[src/rtl/cpu_pkg.sv]
`default_nettype none
// ============================================================================
// Module : cpu_pkg
// Brief  : Shared types and constants for the 8-bit CPU control sequencer:
//          stage encoding, opcode field codes and the control strobe bundle
//          driven by cpu_ctrl_dec.
// Rev    : 1.0  initial release
// ============================================================================
package cpu_pkg;

  localparam int C_AW = 8;
  localparam int C_DW = 8;

  typedef enum logic [2:0] {
    S_WAIT   = 3'd0,
    S_FETCHA = 3'd1,
    S_FETCHB = 3'd2,
    S_EXECA  = 3'd3,
    S_EXECB  = 3'd4
  } state_t;

  // Opcode group field op[7:5]
  localparam logic [2:0] C_GRP_MEM = 3'b000;
  localparam logic [2:0] C_GRP_JMP = 3'b001;
  localparam logic [2:0] C_GRP_ALU = 3'b100;

  // Sub field op[4:3] within the MEM group
  localparam logic [1:0] C_SUB_LD  = 2'b01;
  localparam logic [1:0] C_SUB_ST  = 2'b10;

  // Jump encodings: unconditional JMP is 001_11_111, conditionals use r
  localparam logic [1:0] C_SUB_JMP = 2'b11;
  localparam logic [2:0] C_J_JMP   = 3'b111;
  localparam logic [2:0] C_J_C     = 3'b000;
  localparam logic [2:0] C_J_NC    = 3'b001;
  localparam logic [2:0] C_J_Z     = 3'b010;
  localparam logic [2:0] C_J_NZ    = 3'b011;

  localparam logic [C_DW-1:0] C_HLT = 8'h00;

  typedef struct packed {
    logic [C_AW-1:0] addr;
    logic            rden;
    logic            wren;
    logic            pc_inc;
    logic            pc_load;
    logic [C_AW-1:0] pc_in;
    logic [2:0]      asel;
    logic [2:0]      bsel;
    logic [2:0]      csel;
    logic            cload;
    logic            cin_sel;
    logic            alu_ena;
    logic [1:0]      alu_ctrl;
  } ctrl_t;

  // Condition evaluation for the four conditional jumps; other codes never
  // take the branch.
  function automatic logic jump_taken(input logic [2:0] cond,
                                      input logic       cflag,
                                      input logic       zflag);
    logic taken;
    taken = 1'b0;
    case (cond)
      C_J_C:   taken = cflag;
      C_J_NC:  taken = ~cflag;
      C_J_Z:   taken = zflag;
      C_J_NZ:  taken = ~zflag;
      default: taken = 1'b0;
    endcase
    return taken;
  endfunction

endpackage : cpu_pkg
`default_nettype wire

[src/rtl/cpu_ctrl_dec.sv]
`default_nettype none
// ============================================================================
// Module : cpu_ctrl_dec
// Brief  : Purely combinational strobe decoder for the CPU sequencer.
// Ports  : state        - current stage
//          ira          - latched opcode
//          opnd         - operand (ram_q bypass in EXECA, irb otherwise)
//          pc_out       - current pc, used as fetch address
//          cflag/zflag  - alu flags for conditional jumps
//          ctrl         - control strobe bundle
// Rev    : 1.0  initial release
// ============================================================================
module cpu_ctrl_dec
  import cpu_pkg::*;
(
  input  state_t          state,
  input  logic [C_DW-1:0] ira,
  input  logic [C_DW-1:0] opnd,
  input  logic [C_AW-1:0] pc_out,
  input  logic            cflag,
  input  logic            zflag,
  output ctrl_t           ctrl
);

  logic [2:0] w_grp;
  logic [1:0] w_sub;
  logic [2:0] w_r;
  logic [2:0] w_ra;
  logic [2:0] w_rb;
  logic       w_unused;

  assign w_grp    = ira[7:5];
  assign w_sub    = ira[4:3];
  assign w_r      = ira[2:0];
  assign w_ra     = opnd[7:5];
  assign w_rb     = opnd[4:2];
  assign w_unused = &{1'b0, opnd[1:0]};

  always_comb begin
    ctrl = '0;
    case (state)
      S_FETCHA, S_FETCHB: begin
        ctrl.addr   = pc_out;
        ctrl.rden   = 1'b1;
        ctrl.pc_inc = 1'b1;
      end
      S_EXECA: begin
        case (w_grp)
          C_GRP_MEM: begin
            if (w_sub == C_SUB_LD) begin
              ctrl.addr = opnd;
              ctrl.rden = 1'b1;
            end else if (w_sub == C_SUB_ST) begin
              ctrl.addr = opnd;
              ctrl.asel = w_r;
              ctrl.wren = 1'b1;
            end
          end
          C_GRP_ALU: begin
            ctrl.asel     = w_ra;
            // INC/DEC are single-operand; keep bsel quiet for them
            ctrl.bsel     = w_sub[1] ? w_rb : 3'd0;
            ctrl.alu_ena  = 1'b1;
            ctrl.alu_ctrl = w_sub;
          end
          C_GRP_JMP: begin
            ctrl.pc_in = opnd;
            if (w_sub == C_SUB_JMP && w_r == C_J_JMP)
              ctrl.pc_load = 1'b1;
            else
              ctrl.pc_load = jump_taken(w_r, cflag, zflag);
          end
          default: ;
        endcase
      end
      S_EXECB: begin
        if (w_grp == C_GRP_MEM && w_sub == C_SUB_LD) begin
          ctrl.cload   = 1'b1;
          ctrl.csel    = w_r;
          ctrl.cin_sel = 1'b0;
        end else if (w_grp == C_GRP_ALU) begin
          ctrl.cload   = 1'b1;
          ctrl.csel    = w_ra;
          ctrl.cin_sel = 1'b1;
        end
      end
      default: ;
    endcase
  end

endmodule : cpu_ctrl_dec
`default_nettype wire

[src/rtl/cpu_ctrl.sv]
`default_nettype none
// ============================================================================
// Module : cpu_ctrl
// Brief  : Stage sequencer for the 8-bit CPU. Owns the 5-state stage FSM,
//          the instruction registers ira/irb and the pending-halt flag, and
//          drives the pc, register file, alu and RAM strobes via
//          cpu_ctrl_dec.
// Ports  : clk, rst                 - clock, synchronous active-high reset
//          run, halt                - start / stop-at-boundary requests
//          ram_q, pc_out            - RAM read data, current pc
//          cflag, zflag             - alu flags
//          waits..execb             - one-hot stage indicators
//          addr, rden, wren         - RAM port controls
//          pc_inc, pc_load, pc_in   - pc controls
//          asel, bsel, csel, cload  - register file controls
//          cin_sel, alu_ena, alu_ctrl - datapath / alu controls
//          ira, irb                 - opcode / operand registers
// Rev    : 1.0  initial release
// ============================================================================
module cpu_ctrl
  import cpu_pkg::*;
#(
  parameter int AW = C_AW,
  parameter int DW = C_DW
) (
  input  logic          clk,
  input  logic          rst,
  input  logic          run,
  input  logic          halt,
  input  logic [DW-1:0] ram_q,
  input  logic [AW-1:0] pc_out,
  input  logic          cflag,
  input  logic          zflag,
  output logic          waits,
  output logic          fetcha,
  output logic          fetchb,
  output logic          execa,
  output logic          execb,
  output logic [AW-1:0] addr,
  output logic          rden,
  output logic          wren,
  output logic          pc_inc,
  output logic          pc_load,
  output logic [AW-1:0] pc_in,
  output logic [2:0]    asel,
  output logic [2:0]    bsel,
  output logic [2:0]    csel,
  output logic          cload,
  output logic          cin_sel,
  output logic          alu_ena,
  output logic [1:0]    alu_ctrl,
  output logic [DW-1:0] ira,
  output logic [DW-1:0] irb
);

  state_t        r_state;
  state_t        w_next;
  logic [DW-1:0] r_ira;
  logic [DW-1:0] r_irb;
  logic          r_halt_pend;
  logic [DW-1:0] w_opnd;
  ctrl_t         w_dec;
  ctrl_t         w_ctrl;

  // ---------------------------------------------------------------- FSM
  always_ff @(posedge clk) begin
    if (rst) r_state <= S_WAIT;
    else     r_state <= w_next;
  end

  always_comb begin
    w_next = r_state;
    case (r_state)
      S_WAIT:   if (run) w_next = S_FETCHA;
      S_FETCHA: w_next = S_FETCHB;
      S_FETCHB: w_next = S_EXECA;
      S_EXECA:  w_next = S_EXECB;
      S_EXECB:  w_next = (r_ira == C_HLT || r_halt_pend) ? S_WAIT : S_FETCHA;
      default:  w_next = S_WAIT;
    endcase
  end

  // ------------------------------------------- instruction regs / halt
  always_ff @(posedge clk) begin
    if (rst) begin
      r_ira       <= '0;
      r_irb       <= '0;
      r_halt_pend <= 1'b0;
    end else begin
      if (r_state == S_FETCHB) r_ira <= ram_q;
      if (r_state == S_EXECA)  r_irb <= ram_q;
      // Clearing on WAIT entry takes priority so a halt raised in the last
      // EXECB is not carried into the next run.
      if (w_next == S_WAIT)
        r_halt_pend <= 1'b0;
      else if (r_state != S_WAIT && halt)
        r_halt_pend <= 1'b1;
    end
  end

  // The operand byte is still on ram_q during EXECA; irb captures it on the
  // way out for use in EXECB.
  assign w_opnd = (r_state == S_EXECA) ? ram_q : r_irb;

  cpu_ctrl_dec u_dec (
    .state  (r_state),
    .ira    (r_ira),
    .opnd   (w_opnd),
    .pc_out (pc_out),
    .cflag  (cflag),
    .zflag  (zflag),
    .ctrl   (w_dec)
  );

  // Strobes are forced low while rst is high so an instruction aborted by
  // reset can neither write RAM nor load a register on the reset edge.
  assign w_ctrl = rst ? '0 : w_dec;

  // ---------------------------------------------------------- outputs
  assign waits    = (r_state == S_WAIT);
  assign fetcha   = (r_state == S_FETCHA);
  assign fetchb   = (r_state == S_FETCHB);
  assign execa    = (r_state == S_EXECA);
  assign execb    = (r_state == S_EXECB);

  assign addr     = w_ctrl.addr;
  assign rden     = w_ctrl.rden;
  assign wren     = w_ctrl.wren;
  assign pc_inc   = w_ctrl.pc_inc;
  assign pc_load  = w_ctrl.pc_load;
  assign pc_in    = w_ctrl.pc_in;
  assign asel     = w_ctrl.asel;
  assign bsel     = w_ctrl.bsel;
  assign csel     = w_ctrl.csel;
  assign cload    = w_ctrl.cload;
  assign cin_sel  = w_ctrl.cin_sel;
  assign alu_ena  = w_ctrl.alu_ena;
  assign alu_ctrl = w_ctrl.alu_ctrl;

  assign ira      = r_ira;
  assign irb      = r_irb;

endmodule : cpu_ctrl
`default_nettype wire

[config.mk]
export PLATFORM = sky130hd
export DESIGN_NAME = cpu_ctrl
export DESIGN_NICKNAME = d
export VERILOG_FILES = /design/src/rtl/cpu_pkg.sv /design/src/rtl/cpu_ctrl_dec.sv /design/src/rtl/cpu_ctrl.sv
export SDC_FILE = /design/constraint.sdc
export NUM_CORES = 1
export LEC_CHECK = 0
export BUFFER_PORTS_ARGS = -buffer_cell sky130_fd_sc_hd__buf_2
export CORE_AREA = 2 2 51 88
export CTS_BUF_LIST = sky130_fd_sc_hd__clkbuf_16
export DETAILED_ROUTE_END_ITERATION = 8
export DIE_AREA = 0 0 53 90
export HOLD_SLACK_MARGIN = 0.15
export PLACE_DENSITY = 0.73
export SLEW_MARGIN = 20
export SYNTH_ARGS = -nofsm -noshare
export SYNTH_HDL_FRONTEND = slang
export SYNTH_SLANG_ARGS = --single-unit
[constraint.sdc]
create_clock -name clk -period 1.7 [get_ports clk]
set_input_delay 0.085 -clock clk [delete_from_list [all_inputs] [get_ports clk]]
set_output_delay 0.085 -clock clk [all_outputs]
set_load 0.02 [all_outputs]
==> After elaboration in Yosys (flattened, before gate mapping) <==
Cells that the tools add are included.
{ "word_totals": {"reg_bits": 20, "latchBits": 0, "mem_bits_rw": 0, "romBits": 0, "input_bits": 22, "output_inout_bits": 55, "word_cells": 59, "mem_count": 0} }
{ "op_classes": {"n_addsub": 0, "mul": 0, "div_mod_pow": 0, "magnitude_cmp": 0, "n_eq_ne": 13, "shift": 0, "n_mux": 28, "bitwise_logic": 2, "n_reduce_logical": 12} }
{ "op_table": {"columns": ["op", "count"], "rows": [
  ["34-bit 2-to-1 mux", 1],
  ["8-bit 2-to-1 mux", 3],
  ["3-bit 2-to-1 mux", 7],
  ["9-bit case mux with 2 select lines", 1],
  ["15-bit 2-to-1 mux", 1],
  ["5-bit 2-to-1 mux", 3],
  ["3-bit case mux with 5 select lines", 1],
  ["3-bit by 2-bit equality test with 1-bit output (second input constant)", 4],
  ["3-bit zero test", 4],
  ["10-bit 2-to-1 mux", 1],
  ["3-bit by 1-bit equality test with 1-bit output (second input constant)", 3],
  ["3-bit equality test (second input constant)", 3],
  ["9-bit 2-to-1 mux", 1],
  ["8-bit zero test", 1],
  ["1-bit 2-to-1 mux", 7],
  ["3-bit case mux with 2 select lines", 1],
  ["2-bit equality test (second input constant)", 2],
  ["1-bit case mux with 4 select lines", 1],
  ["2-bit OR reduction", 2],
  ["1-bit logical AND", 3],
  ["3-bit nonzero test", 1],
  ["2-bit by 1-bit equality test with 1-bit output (second input constant)", 1],
  ["1-bit NOT", 2],
  ["1-bit logical OR", 1]
]} }

==> Logic depth before layout (Yosys ltp) <==
{ "depth": {"depth_word": 7, "mapped_depth": 6, "ltp_nobuf": 4} }

==> Modules after synthesis <==
From an unflattened synthesis, not the netlist that was laid out.
{ "hier_totals": {"hier_cells": 202, "area_unflattened_um2": 1632.8} }
{ "modules_own_cells": {"columns": ["module", "n_inst", "cells_each", "area_per_inst_um2"], "rows": [
  ["cpu_ctrl", 1, 116, 1106.1],
  ["cpu_ctrl_dec", 1, 86, 526.8]
]} }

==> Least setup slack after synthesis <==
Ideal clock, no wire load.
{ "synth_timing": {"kind": "reg2out", "from": "register r_ira[7] (netlist: ira[7])", "to": "output port bsel[0]", "t_arrival_ps": 1530, "slack_ps": 85, "stages_incl_launch_ff": 4, "n_path_buf": 0, "cell_sequence": "dfxtp_1 > or3b_2 > nor2_2 > and3_1"} }
{ "synth_between": {"elab_chain_len": 4} }
{ "synth_rtl": {"columns": ["item", "line_no", "rtl"], "rows": [
  ["start, declared", "cpu_ctrl.sv:58", "logic [DW-1:0] r_ira;"],
  ["start signal, assigned", "cpu_ctrl.sv:90", "if (r_state == S_FETCHB) r_ira <= ram_q;"],
  ["3-bit equality test", "cpu_ctrl_dec.sv:48", "case (w_grp)"],
  ["3-bit 2-to-1 mux", "cpu_ctrl_dec.sv:48", null],
  ["15-bit 2-to-1 mux", "cpu_ctrl_dec.sv:41", "case (state)"],
  ["34-bit 2-to-1 mux", "cpu_ctrl.sv:117", "assign w_ctrl = rst ? '0 : w_dec;"],
  ["end, declared", "cpu_ctrl.sv:46", "output logic [2:0] bsel,"]
]} }
No other way between the ends.

==> Worst setup path in the final report <==
{ "layout_timing": {"from": "register r_ira[5] (netlist: ira[5])", "to": "output port csel[1]"} }
{ "layout_between": {"elab_chain_len": 5} }
{ "layout_rtl": {"columns": ["item", "line_no", "rtl"], "rows": [
  ["3-bit equality test or 3-bit zero test (tied branches)", "cpu_ctrl_dec.sv:81, cpu_ctrl_dec.sv:77", null],
  ["5-bit 2-to-1 mux or 1-bit logical AND (tied branches)", "cpu_ctrl_dec.sv:81, cpu_ctrl_dec.sv:77", null],
  ["5-bit 2-to-1 mux *", "cpu_ctrl_dec.sv:77", "if (w_grp == C_GRP_MEM && w_sub == C_SUB_LD) begin"],
  ["5-bit 2-to-1 mux *", "cpu_ctrl_dec.sv:41", null],
  ["34-bit 2-to-1 mux *", "cpu_ctrl.sv:117", null],
  ["end, declared", "cpu_ctrl.sv:47", "output logic [2:0] csel,"]
]} }
Mark *: on every way between the ends. The rest lies on a longest branch, timed or not.

==> run summary <==
The flow ran to the end, but the final reports show violations. The checks that failed: negative setup slack. Among cell families on the critical path, the largest total delay comes from buffers and inverters.

The worst-margin pin slew is 0.382 ns. For the max-cap check violation count, the log shows 0. In the synthesized netlist the dominant register cell turns out to be sky130_fd_sc_hd__dfxtp_1.

The terminating pin of the worst hold path was r_state[0]. The initialized floorplan defines 31 standard-cell rows. The routed via count was 1612; the number of different library cells in the post-synthesis netlist was 39. Of all nets on the critical path, the largest fanout is 8. The tools report the insertion delay of the later-clocked pin in the worst-skew pair as 0.25 ns.

The cell count after synthesis came out at 158. Internal power comes to 0.00106 W. The top cell types in the final layout, fill and taps aside, are sky130_fd_sc_hd__buf_2 (56), sky130_fd_sc_hd__buf_6 (26), sky130_fd_sc_hd__buf_4 (25), sky130_fd_sc_hd__nand2_1 (17). Pin placement for this block handled 77 I/O pins.

In this run the register-to-register setup slack is 0.26 ns. The synthesized design spends more area on one cell type than any other, namely sky130_fd_sc_hd__dfxtp_1. The global-route wire length before repair came out at 7440 microns.

Cells fill 60.3% of the core in the end. Traced cell by cell, the critical path runs through buf_4 -> nor4bb_2 -> mux2i_2 -> a21oi_1 -> buf_2. The total buffers and inverters traversed by the critical path was 2; the share of total power in the clock network was 31.7%.

The clock-pin transition on the worst setup and hold timing paths is 0.06 ns. Ranked by total cell area, the synthesized netlist is headed by sky130_fd_sc_hd__dfxtp_1 (29%), sky130_fd_sc_hd__mux2i_1 (9.5%), sky130_fd_sc_hd__a21oi_1 (5.5%). The logs give 34.0% for the combinational cell fraction of total power and 412 sq um for the sequential cell area. During placement, the flow inserted port buffers numbering 76. The residual overflow from global routing is 0. In this run the remaining antenna-violating nets after routing total 0. The area added between synthesis and finish is 78.9%, and the maximum number of pins on one net before global-route repair is 22.

For the share of power burned in registers, the log shows 34.3%. The run gives 0 as the number of hold violations in the final report. TritonCTS built the clock tree.

Net switching is 31.7% of the power. Path type of the worst min-delay path: input pin to flop. The die span in y is 90 microns, and the total cell area at the placement stage is 1890 sq um.

The launching element type of the critical path was a flop. Headroom to the max-slew limit came out at 74.3%. The number of nets in the final layout came out at 289. Based on the critical path, the design can be clocked at up to 570 MHz. The run gives 0 as the number of DRC violations after detailed routing.

Yosys printed 0 warnings. In the final routed layout, each cell accounts on average for 15.7 microns. The library cell used as clock root buffer is sky130_fd_sc_hd__clkbuf_16. The final clock period utilization by the worst path came out at 103%.

The type of destination of the critical path is an output port. When the netlist entered floorplanning its net count stood at 180. Across all hold checks on the routed design, the worst slack comes to 0.173 ns. The tools report the weighted congestion reported at the end of routability-driven placement as 0.904. For the initial antenna violation count, the log shows 0. Detailed placement ended at an HPWL of 3340 microns. Setup repair after global routing could not meet its margin everywhere. The worst hold path passes through 3 cells. The via count of the first global-routing pass came out at 1556. The library cell used most frequently in the layout, excluding fill and tap cells, is sky130_fd_sc_hd__buf_2. The overall routed net length is 4960 microns. Critical register-to-register path endpoint: r_halt_pend. The worst register-to-register path has a depth of 4.

The startpoint identified for the worst register-to-register timing path is ira[5]. The number of levels the H-tree was split into is 1, and the area of the mapped netlist is 1370 sq um. In this run, synthesis produced a sequential element count of 20.

OpenSTA, run right after detailed placement, puts the worst setup slack at 0.122 ns. After floorplanning, the core was sized to cover 4070 sq um. The run gives 3 as the number of CTS-inserted buffers. The worst hold path begins at run. The mean instance size in the synthesized netlist is 8.69 sq um, and the power spent charging and discharging nets is 0.000492 W.

Summed over all cells, the static leakage comes to 1.10 nW. Among all stages on the critical path, the largest delay is contributed by sky130_fd_sc_hd__nor4bb_2. The setup TNS is -0.425 ns, and the per-cell via count in the routed design is 5.12.

The post-route netlist has 58.3% of its cells at a drive strength greater than 1. The floorplan step defined a die boundary enclosing 4770 sq um. Between clock sinks in the finished design, the worst skew comes to 0.00386 ns. The portion of synthesized cell area occupied by the leading cell type is 29.2%, and the final-report max-slew violation count is 0. Counting flops with an async set or reset pin after synthesis yields a share of 0%. Across every metal layer, demand over resource in global routing totals 20.4%.

The endpoint arrival time on the critical path was 1.67 ns. Setup violations remaining at the end of the flow were counted as 13. The first-pass detailed-route iteration total is 4, and the final critical-path setup slack is -0.0549 ns. The minimum period implied by the final worst setup slack came out at 1.75 ns. IR analysis of the VDD net gives a maximum drop of 0.550 mV. The die span in x was 53 microns; the delay of the slowest cell on the worst path was 0.38 ns. The total area of multi-input combinational cells was 1040 sq um. CTS saw 20 sinks.

The most critical setup path has its startpoint at ira[5]. The filler cells instantiated in the layout total 347. The sequential element share of the synthesized area was 29.2%; the antenna cell count was 0. The tools report the worst path required time as 1.62 ns. The number of flops mapped to enable cells by yosys was 0; the maximum buffer depth of the clock tree was 2. The worst setup path category was flop to output port.

For this configuration, the core starts out at a cell density of 33.7%. After routing the design area is 2450 sq um. Power spread over the standard cell area amounts to 633 nW/um^2.

The detailed router finished its first iteration with 32 violations.
## registers in the layout, summed over array words and instances, names as in the netlist
name	flops
ira	8
irb	8
r_halt_pend	1
r_state	3
## how the worst max path moves through the flow
stage,end,slack (ns),cells past startpoint
floorplan,bsel[0],0.09,3
global placement,pc_in[2],0.14,5
detailed placement,pc_in[2],0.12,5
CTS,pc_in[0],-0.02,6
global route,asel[1],-0.12,5
finish,csel[1],-0.05,5
## metal layers
metal	track usage (%)	share of wire (%)	vias to the layer above
li1	-	-	777
met1	22.7	36	773
met2	37.7	57	56
met3	2.16	4.5	6
met4	7.26	1.5	0
met5	0	0	-
## synth_stat cells (2+ instances only)
| cell type | number |
|---|---|
| sky130_fd_sc_hd__nor3_1 | 4 |
| sky130_fd_sc_hd__mux2i_1 | 13 |
| sky130_fd_sc_hd__nand3_1 | 7 |
| sky130_fd_sc_hd__clkbuf_1 | 3 |
| sky130_fd_sc_hd__or3_1 | 2 |
| sky130_fd_sc_hd__a21oi_1 | 15 |
| sky130_fd_sc_hd__buf_2 | 4 |
| sky130_fd_sc_hd__and3_1 | 5 |
| sky130_fd_sc_hd__dfxtp_1 | 20 |
| sky130_fd_sc_hd__nor2b_1 | 2 |
| sky130_fd_sc_hd__nor4bb_1 | 6 |
| sky130_fd_sc_hd__a22o_1 | 8 |
| sky130_fd_sc_hd__nor2_1 | 11 |
| sky130_fd_sc_hd__nand2b_1 | 2 |
| sky130_fd_sc_hd__inv_1 | 3 |
| sky130_fd_sc_hd__xnor2_1 | 2 |
| sky130_fd_sc_hd__buf_6 | 3 |
| sky130_fd_sc_hd__nor3b_1 | 2 |
| sky130_fd_sc_hd__and2_1 | 10 |
| sky130_fd_sc_hd__nand2_1 | 17 |
## power groups by stage
stage / logic (W) / clock network [W] / registers (W)
after floorplan: 0.000274 / 0 / 0.000547
after global placement: 0.000426 / 0 / 0.000536
after detailed placement: 0.000430 / 0 / 0.000537
after CTS: 0.000488 / 0.000489 / 0.000530
after global routing: 0.000566 / 0.000520 / 0.000537
final: 0.000528 / 0.000492 / 0.000533
## cells by family (layout without fill, tap and decap cells)
| group | count (synthesis) | count (layout) | synth area share (%) |
|---|---|---|---|
| DFF | 20 | 20 | 29.2 |
| muxes | 13 | 13 | 9.48 |
| and+or+nand+nor | 79 | 79 | 38.0 |
| AOI/OAI and AO/OA | 29 | 29 | 15.7 |
| xor gates and xnor gates | 2 | 2 | 1.28 |
| buffers and inverters | 15 | 123 | 6.38 |
## final cells by class
cell class                      count  share of cell area, %
Clock buffer                        3                   3.06
Sequential cell                    20                   16.8
Inverter                            3                  0.612
Tap cell                           49                   2.50
Clock inverter                      1                  0.153
Multi-Input combinational cell    123                   42.3
Timing Repair Buffer              116                   34.7
## metrics by stage
stage               std cells  power, W
finish                    315   0.00155
global placement          291  0.000962
detailed placement        291  0.000967
global route              315   0.00162
CTS                       310   0.00151
floorplan                 158  0.000821
## tightest hold or removal path: cells and delay by family
family / cells / cell delay, ns
buffers and inverters: 1 / 0.09
AOI/OAI and AO/OA: 2 / 0.22
## what timing repair did
item                                    CTS  global route
pin swaps                                 3             7
hold buffers                              9             0
gates resized for setup                  44            40
hold endpoints to repair                 16             0
setup buffers                             6             5
endpoints found under the setup margin   28            30
Note: power is estimated with default switching activity, not from simulation.
